File: config.mk
export PLATFORM = sky130hd
export DESIGN_NAME = mips_fetch_stage_flat
export DESIGN_NICKNAME = d
export VERILOG_FILES = /design/src/rtl/mips_fetch_stage_pkg.sv /design/src/rtl/mips_fetch_stage_if.sv /design/src/rtl/mips_fetch_stage_skid.sv /design/src/rtl/mips_fetch_stage.sv /design/src/flat_wrapper.sv
export SDC_FILE = /design/constraint.sdc
export NUM_CORES = 1
export LEC_CHECK = 0
export BUFFER_PORTS_ARGS = -buffer_cell sky130_fd_sc_hd__buf_2
export CORE_MARGIN = 2
export CORE_UTILIZATION = 45
export CTS_CLUSTER_SIZE = 16
export DETAILED_ROUTE_END_ITERATION = 16
export GPL_ROUTABILITY_DRIVEN = 0
export PLACE_DENSITY = 0.69
export SYNTH_ARGS = -nofsm -noshare
export SYNTH_HDL_FRONTEND = slang
export SYNTH_SLANG_ARGS = --single-unit
File: constraint.sdc
create_clock -name clk_i -period 6.7 [get_ports clk_i]
set_clock_uncertainty 0.05 [all_clocks]
set_input_delay 0.67 -clock clk_i [delete_from_list [all_inputs] [get_ports clk_i]]
set_output_delay 0.67 -clock clk_i [all_outputs]
set_load 0.01 [all_outputs]
File: src/rtl/mips_fetch_stage_pkg.sv
// Shared types and constants for the MIPS instruction-fetch stage.
//   fetch_state_e   : fetch FSM state codes (S_IDLE / S_WAIT / S_DROP)
//   NOP_INSTR_DEF   : default bubble instruction (sll $0,$0,0)
//   INSTR_STEP      : byte distance between sequential instructions
//   word_align()    : forces the two low address bits to zero
package mips_fetch_stage_pkg;

    typedef enum logic [1:0] {
        S_IDLE = 2'b00,
        S_WAIT = 2'b01,
        S_DROP = 2'b10
    } fetch_state_e;

    localparam logic [31:0] NOP_INSTR_DEF = 32'h0000_0000;
    localparam logic [31:0] INSTR_STEP    = 32'h0000_0004;

    function automatic logic [31:0] word_align(input logic [31:0] addr);
        return addr & 32'hFFFF_FFFC;
    endfunction

endpackage

File: src/rtl/mips_fetch_stage_if.sv
// Instruction-memory port of the fetch stage.
//   imem_req    : fetch request, one cycle per request (fetch -> memory)
//   imem_addr   : word-aligned fetch address            (fetch -> memory)
//   imem_rvalid : response valid, >=1 cycle after req    (memory -> fetch)
//   imem_rdata  : response instruction                   (memory -> fetch)
// Modports: master = fetch stage, slave = instruction memory.
interface mips_fetch_stage_if;
    logic        imem_req;
    logic [31:0] imem_addr;
    logic        imem_rvalid;
    logic [31:0] imem_rdata;

    modport master (output imem_req, output imem_addr,
                    input  imem_rvalid, input imem_rdata);
    modport slave  (input  imem_req, input imem_addr,
                    output imem_rvalid, output imem_rdata);
endinterface

File: src/rtl/mips_fetch_stage_skid.sv
// mips_fetch_skid: one-entry {instr, pcp4} buffer that catches a fetch
// response arriving while the decoder is stalled.
//   clk_i, reset_i      : clock, asynchronous active-high reset
//   push                : store push_instr/push_pcp4 (wins over pop, so a
//                         simultaneous pop+push refills the entry)
//   pop                 : entry consumed by IF/ID
//   clear               : drop the entry (flush), highest priority
//   full, instr, pcp4   : entry state and contents
module mips_fetch_skid #(
    parameter logic [31:0] NOP_INSTR = 32'h0000_0000
) (
    input  logic        clk_i,
    input  logic        reset_i,
    input  logic        push,
    input  logic        pop,
    input  logic        clear,
    input  logic [31:0] push_instr,
    input  logic [31:0] push_pcp4,
    output logic        full,
    output logic [31:0] instr,
    output logic [31:0] pcp4
);

    logic        full_r;
    logic [31:0] instr_r;
    logic [31:0] pcp4_r;

    // Entry register: clear beats push, push beats pop.
    always_ff @(posedge clk_i or posedge reset_i) begin
        if (reset_i) begin
            full_r  <= 1'b0;
            instr_r <= NOP_INSTR;
            pcp4_r  <= 32'h0000_0000;
        end else if (clear) begin
            full_r  <= 1'b0;
        end else if (push) begin
            full_r  <= 1'b1;
            instr_r <= push_instr;
            pcp4_r  <= push_pcp4;
        end else if (pop) begin
            full_r  <= 1'b0;
        end else begin
            full_r  <= full_r;
        end
    end

    assign full  = full_r;
    assign instr = instr_r;
    assign pcp4  = pcp4_r;

endmodule

File: src/rtl/mips_fetch_stage.sv
// mips_fetch_stage: MIPS instruction fetch + IF/ID pipeline register.
// Owns the PC, issues at most one outstanding instruction-memory request,
// buffers one response in a skid while ID stalls, and applies redirects.
// Ports:
//   clk_i, reset_i          : clock, asynchronous active-high reset
//   imem (master modport)   : request/response instruction-memory port
//   stall_i                 : ID stall, hold IF/ID
//   redirect_i/redirect_pc_i: taken branch / jump target resolved in ID
//   valid_o, instr_o, pcp4_o: IF/ID register towards the decoder
// Build option: define MIPS_FETCH_DELAY_SLOT_EN for branch-delay-slot
// semantics; default build flushes every instruction younger than the
// redirecting one.
module mips_fetch_stage
    import mips_fetch_stage_pkg::*;
#(
    parameter logic [31:0] RESET_PC  = 32'h0000_0000,
    parameter logic [31:0] NOP_INSTR = NOP_INSTR_DEF
) (
    input  logic                       clk_i,
    input  logic                       reset_i,
    mips_fetch_stage_if.master         imem,
    input  logic                       stall_i,
    input  logic                       redirect_i,
    input  logic [31:0]                redirect_pc_i,
    output logic                       valid_o,
    output logic [31:0]                instr_o,
    output logic [31:0]                pcp4_o
);

    fetch_state_e state_r, state_s;
    logic [31:0]  pc_r, pc_s;
    logic         run_r;          // low for the first cycle after reset so no request escapes reset
    logic         req_s;
    logic         accept_s;
    logic         flush_s;
    logic [31:0]  target_s;
    logic [31:0]  fetch_pcp4_s;
    logic         valid_r, valid_s;
    logic [31:0]  instr_r, instr_s;
    logic [31:0]  pcp4_r, pcp4_s;
    logic         skid_push_s, skid_pop_s, skid_clear_s, skid_full_s;
    logic [31:0]  skid_instr_s, skid_pcp4_s;
`ifdef MIPS_FETCH_DELAY_SLOT_EN
    logic         pend_r, pend_s;         // redirect waiting for its delay-slot fetch
    logic [31:0]  pend_pc_r, pend_pc_s;
`endif

    assign target_s     = word_align(redirect_pc_i);
    // While waiting, pc_r is always the address of the in-flight request.
    assign fetch_pcp4_s = pc_r + INSTR_STEP;

    // The request is decoded from registered state so a zero-wait memory can
    // answer in the following cycle (one instruction every two cycles).
    assign imem.imem_req  = req_s;
    assign imem.imem_addr = req_s ? pc_r : 32'h0000_0000;

    // Fetch FSM: next state, next PC and request/accept strobes.
    always_comb begin
        state_s  = state_r;
        pc_s     = pc_r;
        req_s    = 1'b0;
        accept_s = 1'b0;
`ifdef MIPS_FETCH_DELAY_SLOT_EN
        pend_s    = pend_r;
        pend_pc_s = pend_pc_r;
`endif
        case (state_r)
            S_IDLE: begin
`ifdef MIPS_FETCH_DELAY_SLOT_EN
                // Slot already sitting in the skid: retarget now; otherwise the
                // next sequential fetch is the slot and the target waits for it.
                if (redirect_i && skid_full_s) begin
                    pc_s = target_s;
                end else if (redirect_i) begin
                    pend_s    = 1'b1;
                    pend_pc_s = target_s;
                end else begin
                    pend_s = pend_r;
                end
                if (run_r && !skid_full_s) begin
                    req_s   = 1'b1;
                    state_s = S_WAIT;
                end else begin
                    state_s = S_IDLE;
                end
`else
                // A redirect suppresses this cycle's request so the target is
                // fetched in the very next cycle without a stale response.
                if (redirect_i) begin
                    pc_s = target_s;
                end else if (run_r && !skid_full_s) begin
                    req_s   = 1'b1;
                    state_s = S_WAIT;
                end else begin
                    state_s = S_IDLE;
                end
`endif
            end
            S_WAIT: begin
`ifdef MIPS_FETCH_DELAY_SLOT_EN
                if (imem.imem_rvalid) begin
                    accept_s = 1'b1;
                    state_s  = S_IDLE;
                    pend_s   = 1'b0;
                    if (redirect_i) begin
                        pc_s = target_s;
                    end else if (pend_r) begin
                        pc_s = pend_pc_r;
                    end else begin
                        pc_s = fetch_pcp4_s;
                    end
                end else if (redirect_i) begin
                    pend_s    = 1'b1;
                    pend_pc_s = target_s;
                end else begin
                    state_s = S_WAIT;
                end
`else
                if (redirect_i) begin
                    pc_s    = target_s;
                    state_s = imem.imem_rvalid ? S_IDLE : S_DROP;
                end else if (imem.imem_rvalid) begin
                    accept_s = 1'b1;
                    pc_s     = fetch_pcp4_s;
                    state_s  = S_IDLE;
                end else begin
                    state_s = S_WAIT;
                end
`endif
            end
            S_DROP: begin
                if (redirect_i) begin
                    pc_s = target_s;
                end else begin
                    pc_s = pc_r;
                end
                if (imem.imem_rvalid) begin
                    state_s = S_IDLE;
                end else begin
                    state_s = S_DROP;
                end
            end
            default: begin
                state_s = S_IDLE;
            end
        endcase
    end

    // Fetch state, PC and start-up flag registers.
    always_ff @(posedge clk_i or posedge reset_i) begin
        if (reset_i) begin
            state_r <= S_IDLE;
            pc_r    <= RESET_PC;
            run_r   <= 1'b0;
        end else begin
            state_r <= state_s;
            pc_r    <= pc_s;
            run_r   <= 1'b1;
        end
    end

`ifdef MIPS_FETCH_DELAY_SLOT_EN
    // Pending delay-slot redirect target.
    always_ff @(posedge clk_i or posedge reset_i) begin
        if (reset_i) begin
            pend_r    <= 1'b0;
            pend_pc_r <= 32'h0000_0000;
        end else begin
            pend_r    <= pend_s;
            pend_pc_r <= pend_pc_s;
        end
    end
`endif

    // IF/ID next value: flush, then stall, then skid, then fresh response.
    always_comb begin
        valid_s      = valid_r;
        instr_s      = instr_r;
        pcp4_s       = pcp4_r;
        skid_push_s  = 1'b0;
        skid_pop_s   = 1'b0;
        skid_clear_s = 1'b0;
`ifdef MIPS_FETCH_DELAY_SLOT_EN
        flush_s = 1'b0;
`else
        flush_s = redirect_i;
`endif
        if (flush_s) begin
            valid_s      = 1'b0;
            instr_s      = NOP_INSTR;
            skid_clear_s = 1'b1;
        end else if (stall_i) begin
            skid_push_s = accept_s;
        end else if (skid_full_s) begin
            valid_s     = 1'b1;
            instr_s     = skid_instr_s;
            pcp4_s      = skid_pcp4_s;
            skid_pop_s  = 1'b1;
            skid_push_s = accept_s;
        end else if (accept_s) begin
            valid_s = 1'b1;
            instr_s = imem.imem_rdata;
            pcp4_s  = fetch_pcp4_s;
        end else begin
            valid_s = 1'b0;
            instr_s = NOP_INSTR;
        end
    end

    // IF/ID pipeline register.
    always_ff @(posedge clk_i or posedge reset_i) begin
        if (reset_i) begin
            valid_r <= 1'b0;
            instr_r <= NOP_INSTR;
            pcp4_r  <= 32'h0000_0000;
        end else begin
            valid_r <= valid_s;
            instr_r <= instr_s;
            pcp4_r  <= pcp4_s;
        end
    end

    assign valid_o = valid_r;
    assign instr_o = instr_r;
    assign pcp4_o  = pcp4_r;

    mips_fetch_skid #(.NOP_INSTR(NOP_INSTR)) u_skid (
        .clk_i      (clk_i),
        .reset_i    (reset_i),
        .push       (skid_push_s),
        .pop        (skid_pop_s),
        .clear      (skid_clear_s),
        .push_instr (imem.imem_rdata),
        .push_pcp4  (fetch_pcp4_s),
        .full       (skid_full_s),
        .instr      (skid_instr_s),
        .pcp4       (skid_pcp4_s)
    );

endmodule

File: src/flat_wrapper.sv
// flat-port wrapper written by rule: the top's interface ports become plain ports
module mips_fetch_stage_flat import mips_fetch_stage_pkg::*;
#(
    parameter logic [31:0] RESET_PC  = 32'h0000_0000,
    parameter logic [31:0] NOP_INSTR = NOP_INSTR_DEF
)
  (clk_i, reset_i, stall_i, redirect_i, redirect_pc_i, valid_o, instr_o, pcp4_o, imem_imem_req, imem_imem_addr, imem_imem_rvalid, imem_imem_rdata);
  mips_fetch_stage_if imem_i ();
  input  logic clk_i;
  input  logic reset_i;
  input  logic stall_i;
  input  logic redirect_i;
  input  logic [31:0] redirect_pc_i;
  output logic valid_o;
  output logic [31:0] instr_o;
  output logic [31:0] pcp4_o;
  output wire logic [$bits(imem_i.imem_req)-1:0] imem_imem_req;
  output wire logic [$bits(imem_i.imem_addr)-1:0] imem_imem_addr;
  input wire logic [$bits(imem_i.imem_rvalid)-1:0] imem_imem_rvalid;
  input wire logic [$bits(imem_i.imem_rdata)-1:0] imem_imem_rdata;
  assign imem_imem_req = imem_i.imem_req;
  assign imem_imem_addr = imem_i.imem_addr;
  assign imem_i.imem_rvalid = imem_imem_rvalid;
  assign imem_i.imem_rdata = imem_imem_rdata;
  mips_fetch_stage #(.RESET_PC(RESET_PC), .NOP_INSTR(NOP_INSTR)) u_core (.clk_i(clk_i), .reset_i(reset_i), .imem(imem_i), .stall_i(stall_i), .redirect_i(redirect_i), .redirect_pc_i(redirect_pc_i), .valid_o(valid_o), .instr_o(instr_o), .pcp4_o(pcp4_o));
endmodule
==> impl_metrics.py <==
metrics = {
    "run_status": {
        "status": "finished, final reports clean",
    },
    "clocking": {
        "cts-root-buf": "clkbuf_16",
        "postCtsSetupRepairBufs": 0,
        "cts_tree": "done",
        "cts.sinks": 159,
        "postCtsHoldBufs": 0,
        "cts_buffer_depth": 2,
        "clock_latency_ns": 0.42,
        "tritoncts.num_buffers": 17,
        "htreeDepth": 4,
        "cts_resized": 0,
        "cts.clk_slew.worst_paths_ns": 0.07,
    },
    "synthesis": {
        "ys.flop_type": "dfrtp_1",
        "ys_seq_area_share_pct": 51.1,
        "synth_cells": 795,
        "synth_edf_count": 0,
        "synth_top_cell_by_area": "dfrtp_1",
        "yosysUniqueCellTypes": 45,
        "synth_area_sq_mm": 0.00778,
        "ys_ff_latch": 159,
        "synth_area_leaders": "dfrtp_1, mux2_2, nand2_1, mux2i_1, o21ai_0",
        "async_flop_share_pct": 100,
        "yosys_warnings": 0,
        "syn_area_per_cell_sq_um": 9.79,
        "synth_top_area_share_pct": 51.1,
    },
    "global_routing": {
        "grt_max_degree": 99,
        "overflow": 0,
        "grt_pass1_wl_microns": 32300,
        "antenna_found_initial": 0,
        "grt_pass1_vias": 6157,
        "grt_usage_pct": 22.6,
    },
    "power": {
        "p_int_w": 0.00209,
        "seqPwrFrac_pct": 45.8,
        "p_leak_nw": 4.26,
        "powerDensity_mw_per_mm2": 317,
        "switchingPower_w": 0.000878,
        "switching_share_pct": 29.6,
        "ir_drop_uv": 210,
        "clkPwrFrac_pct": 34.2,
        "p_comb_share_pct": 20.0,
    },
    "place": {
        "dp_hpwl_microns": 13200,
        "place_ws_ns": 3.66,
        "port_buffers": 160,
    },
    "worst_setup_path": {
        "critPathCaptureType": "primary output",
        "cp_slowest_cell": "buf_4",
        "startpoint_type": "flop",
        "crit_type": "flop to primary output",
        "arrival_ns": 2.44,
        "slowest_delay_ns": 0.69,
        "critPathRequiredTime_ns": 5.98,
        "crit_chain": "buf_4 -> nor2_1 -> nand2_1 -> nor3_2 -> buf_4 -> and2_1 -> buf_2",
        "critical_path.most_common_cell": "buf_4",
        "path_max_fanout": 66,
    },
    "detailed_routing": {
        "ant_nets": 0,
        "drt_iter0_drc": 420,
        "drc_errors": 0,
        "drt_wl_total_microns": 20200,
        "viasPerCell": 5.54,
        "wire_per_inst_microns": 17.4,
        "vias": 6434,
        "first_pass_iters": 5,
    },
    "floorplanning": {
        "floorplan.initialDensity_pct": 45.5,
        "design.die.area_sq_mm": 0.0184,
        "core_area_sq_mm": 0.0171,
        "die-width_microns": 136,
        "fp.dieH_microns": 136,
        "rows": 48,
        "pin_count": 167,
    },
    "cells_and_area": {
        "nFillCells": 1565,
        "drive_gt1_share_pct": 27.4,
        "syn_to_final_growth_pct": 20.0,
        "antenna_cells": 0,
        "nNetsFinal": 993,
    },
    "timing": {
        "fin_crit_sh_pct": 47.2,
        "fmax_mhz": 316,
        "hold_viol": 0,
        "rsz0062_at_grt": "no",
        "setup_tns_ns": 0,
        "min_period_ns": 3.16,
        "drv_slew": 0,
        "setup_viol": 0,
        "slew_headroom_pct": 37.6,
        "setup_ws_ns": 3.54,
        "worst_pin_slew_ns": 0.927,
    },
    "flow_run": {
        "drv_cap": 0,
    },
    "min_path": {
        "hold_path_class": "input port to async pin",
    },
}
==> area by class of cell <==
type                       count  area (sq um)  share of cell area [%]
sequential                   159          3980                    42.6
clock inverter                11           156                    1.67
timing repair buffer         172           891                    9.54
inverter                      11          46.3                   0.496
clock buffer                  21           460                    4.93
tap                          225           282                    3.01
multi-input combinational    562          3520                    37.7
==> cell usage after synthesis (all sizes together) (5+ instances only) <==
cell	number
buf	16
o21ai	60
nand4	13
a21oi	53
nand2	108
nand3	21
mux2	41
and4	6
clkbuf	50
a221oi	11
and3	7
nor3	22
mux2i	32
nor4	11
nor2b	13
dfrtp	159
or4	5
inv	10
nor2	38
and2	30
xor2	15
a2bb2oi	15
o22ai	15
xnor2	8
o221ai	12
==> registers in the layout (all words and copies together) (netlist names) <==
| register | cells |
|---|---|
| u_core.pc_r | 30 |
| u_core.u_skid.instr | 32 |
| u_core.run_r | 1 |
| u_core.u_skid.full | 1 |
| u_core.state_r | 2 |
| u_core.pcp4_o | 30 |
| u_core.instr_o | 32 |
| u_core.valid_o | 1 |
| u_core.u_skid.pcp4 | 30 |
==> placed cells by master, fill, tap and decap left out, drive strengths merged, types with 2 or more instances in the layout <==
cell type	count
nand2b	3
o31a	3
or4	5
bufinv	3
nand4	13
a31oi	3
nor3	22
clkbuf	21
mux2i	32
nor2b	13
dfrtp	159
mux2	41
a221oi	11
and3	7
o211ai	2
and4	6
inv	12
a211oi	2
o221ai	12
a2bb2oi	15
a21oi	53
nor4	11
nor2	38
conb	5
and2	30
clkinv	4
a21o	2
clkinvlp	3
o22ai	15
nand3	21
buf	172
o21ai	60
xor2	15
xnor2	8
nand2	108
==> power groups by stage <==
stage          Clock (W)  Combinational [W]  Sequential, W
3_3_place_gp           0           0.000584        0.00136
3_5_place_dp           0           0.000599        0.00137
6_report         0.00101           0.000593        0.00136
2_1_floorplan          0           0.000377        0.00136
4_1_cts          0.00103           0.000602        0.00136
5_1_grt          0.00107           0.000669        0.00139
==> metrics by stage <==
stage / cell area (sq um) / utilization (%) / hold slack, ns / instances / power, W
after floorplan: 7790 / - / 0.430 / 798 / 0.00174
after global placement: 8720 / 51.0 / 0.404 / 1129 / 0.00194
after detailed placement: 8720 / 51.0 / 0.413 / 1129 / 0.00197
after CTS: 9340 / 54.6 / 0.377 / 1161 / 0.00299
after global routing: 9340 / 54.6 / 0.390 / 1161 / 0.00313
final: 9340 / 54.6 / 0.377 / 1161 / 0.00296
==> logic make-up after synthesis <==
logic type,share of synthesized area [%]
adders and majority gates,0.161
and+or+nand+nor,17.6
buffers and inverters,4.02
xor gates and xnor gates,2.59
muxes,10.0
AOI/OAI and AO/OA,14.3
DFF,51.1
other,0.0965
==> worst max-delay path, delay by kind of cell, from the launching register on <==
family	cells	cell delay [ns]
buffers and inverters	3	1.07
DFF	1	0.36
and+or+nand+nor	4	0.57
==> layer usage <==
layer  wire, microns  vias up  GRT usage, %
li1                -     3076             -
met1            9050     3150          31.0
met2            9800      180          37.0
met3             987       28          4.12
met4             309        0          6.31
met5               0        -             0
==> path summary, 6_finish.rpt <==
check | start | endpoint | slack, ns | cells past startpoint
max | u_core.u_skid.full | imem_imem_addr[27] | 3.54 | 7
min | reset_i | u_core.u_skid.pcp4[25] | 0.38 | 2
max reg2reg | u_core.u_skid.full | u_core.pcp4_o[17] | 3.97 | 5
min reg2reg | u_core.pcp4_o[3] | u_core.pcp4_o[3] | 0.42 | 2
max in group asynchronous | reset_i | u_core.instr_o[29] | 4.89 | 3
min in group clk_i | imem_imem_rvalid | u_core.state_r[1] | 0.39 | 2
(Power assumes the default switching activity.)
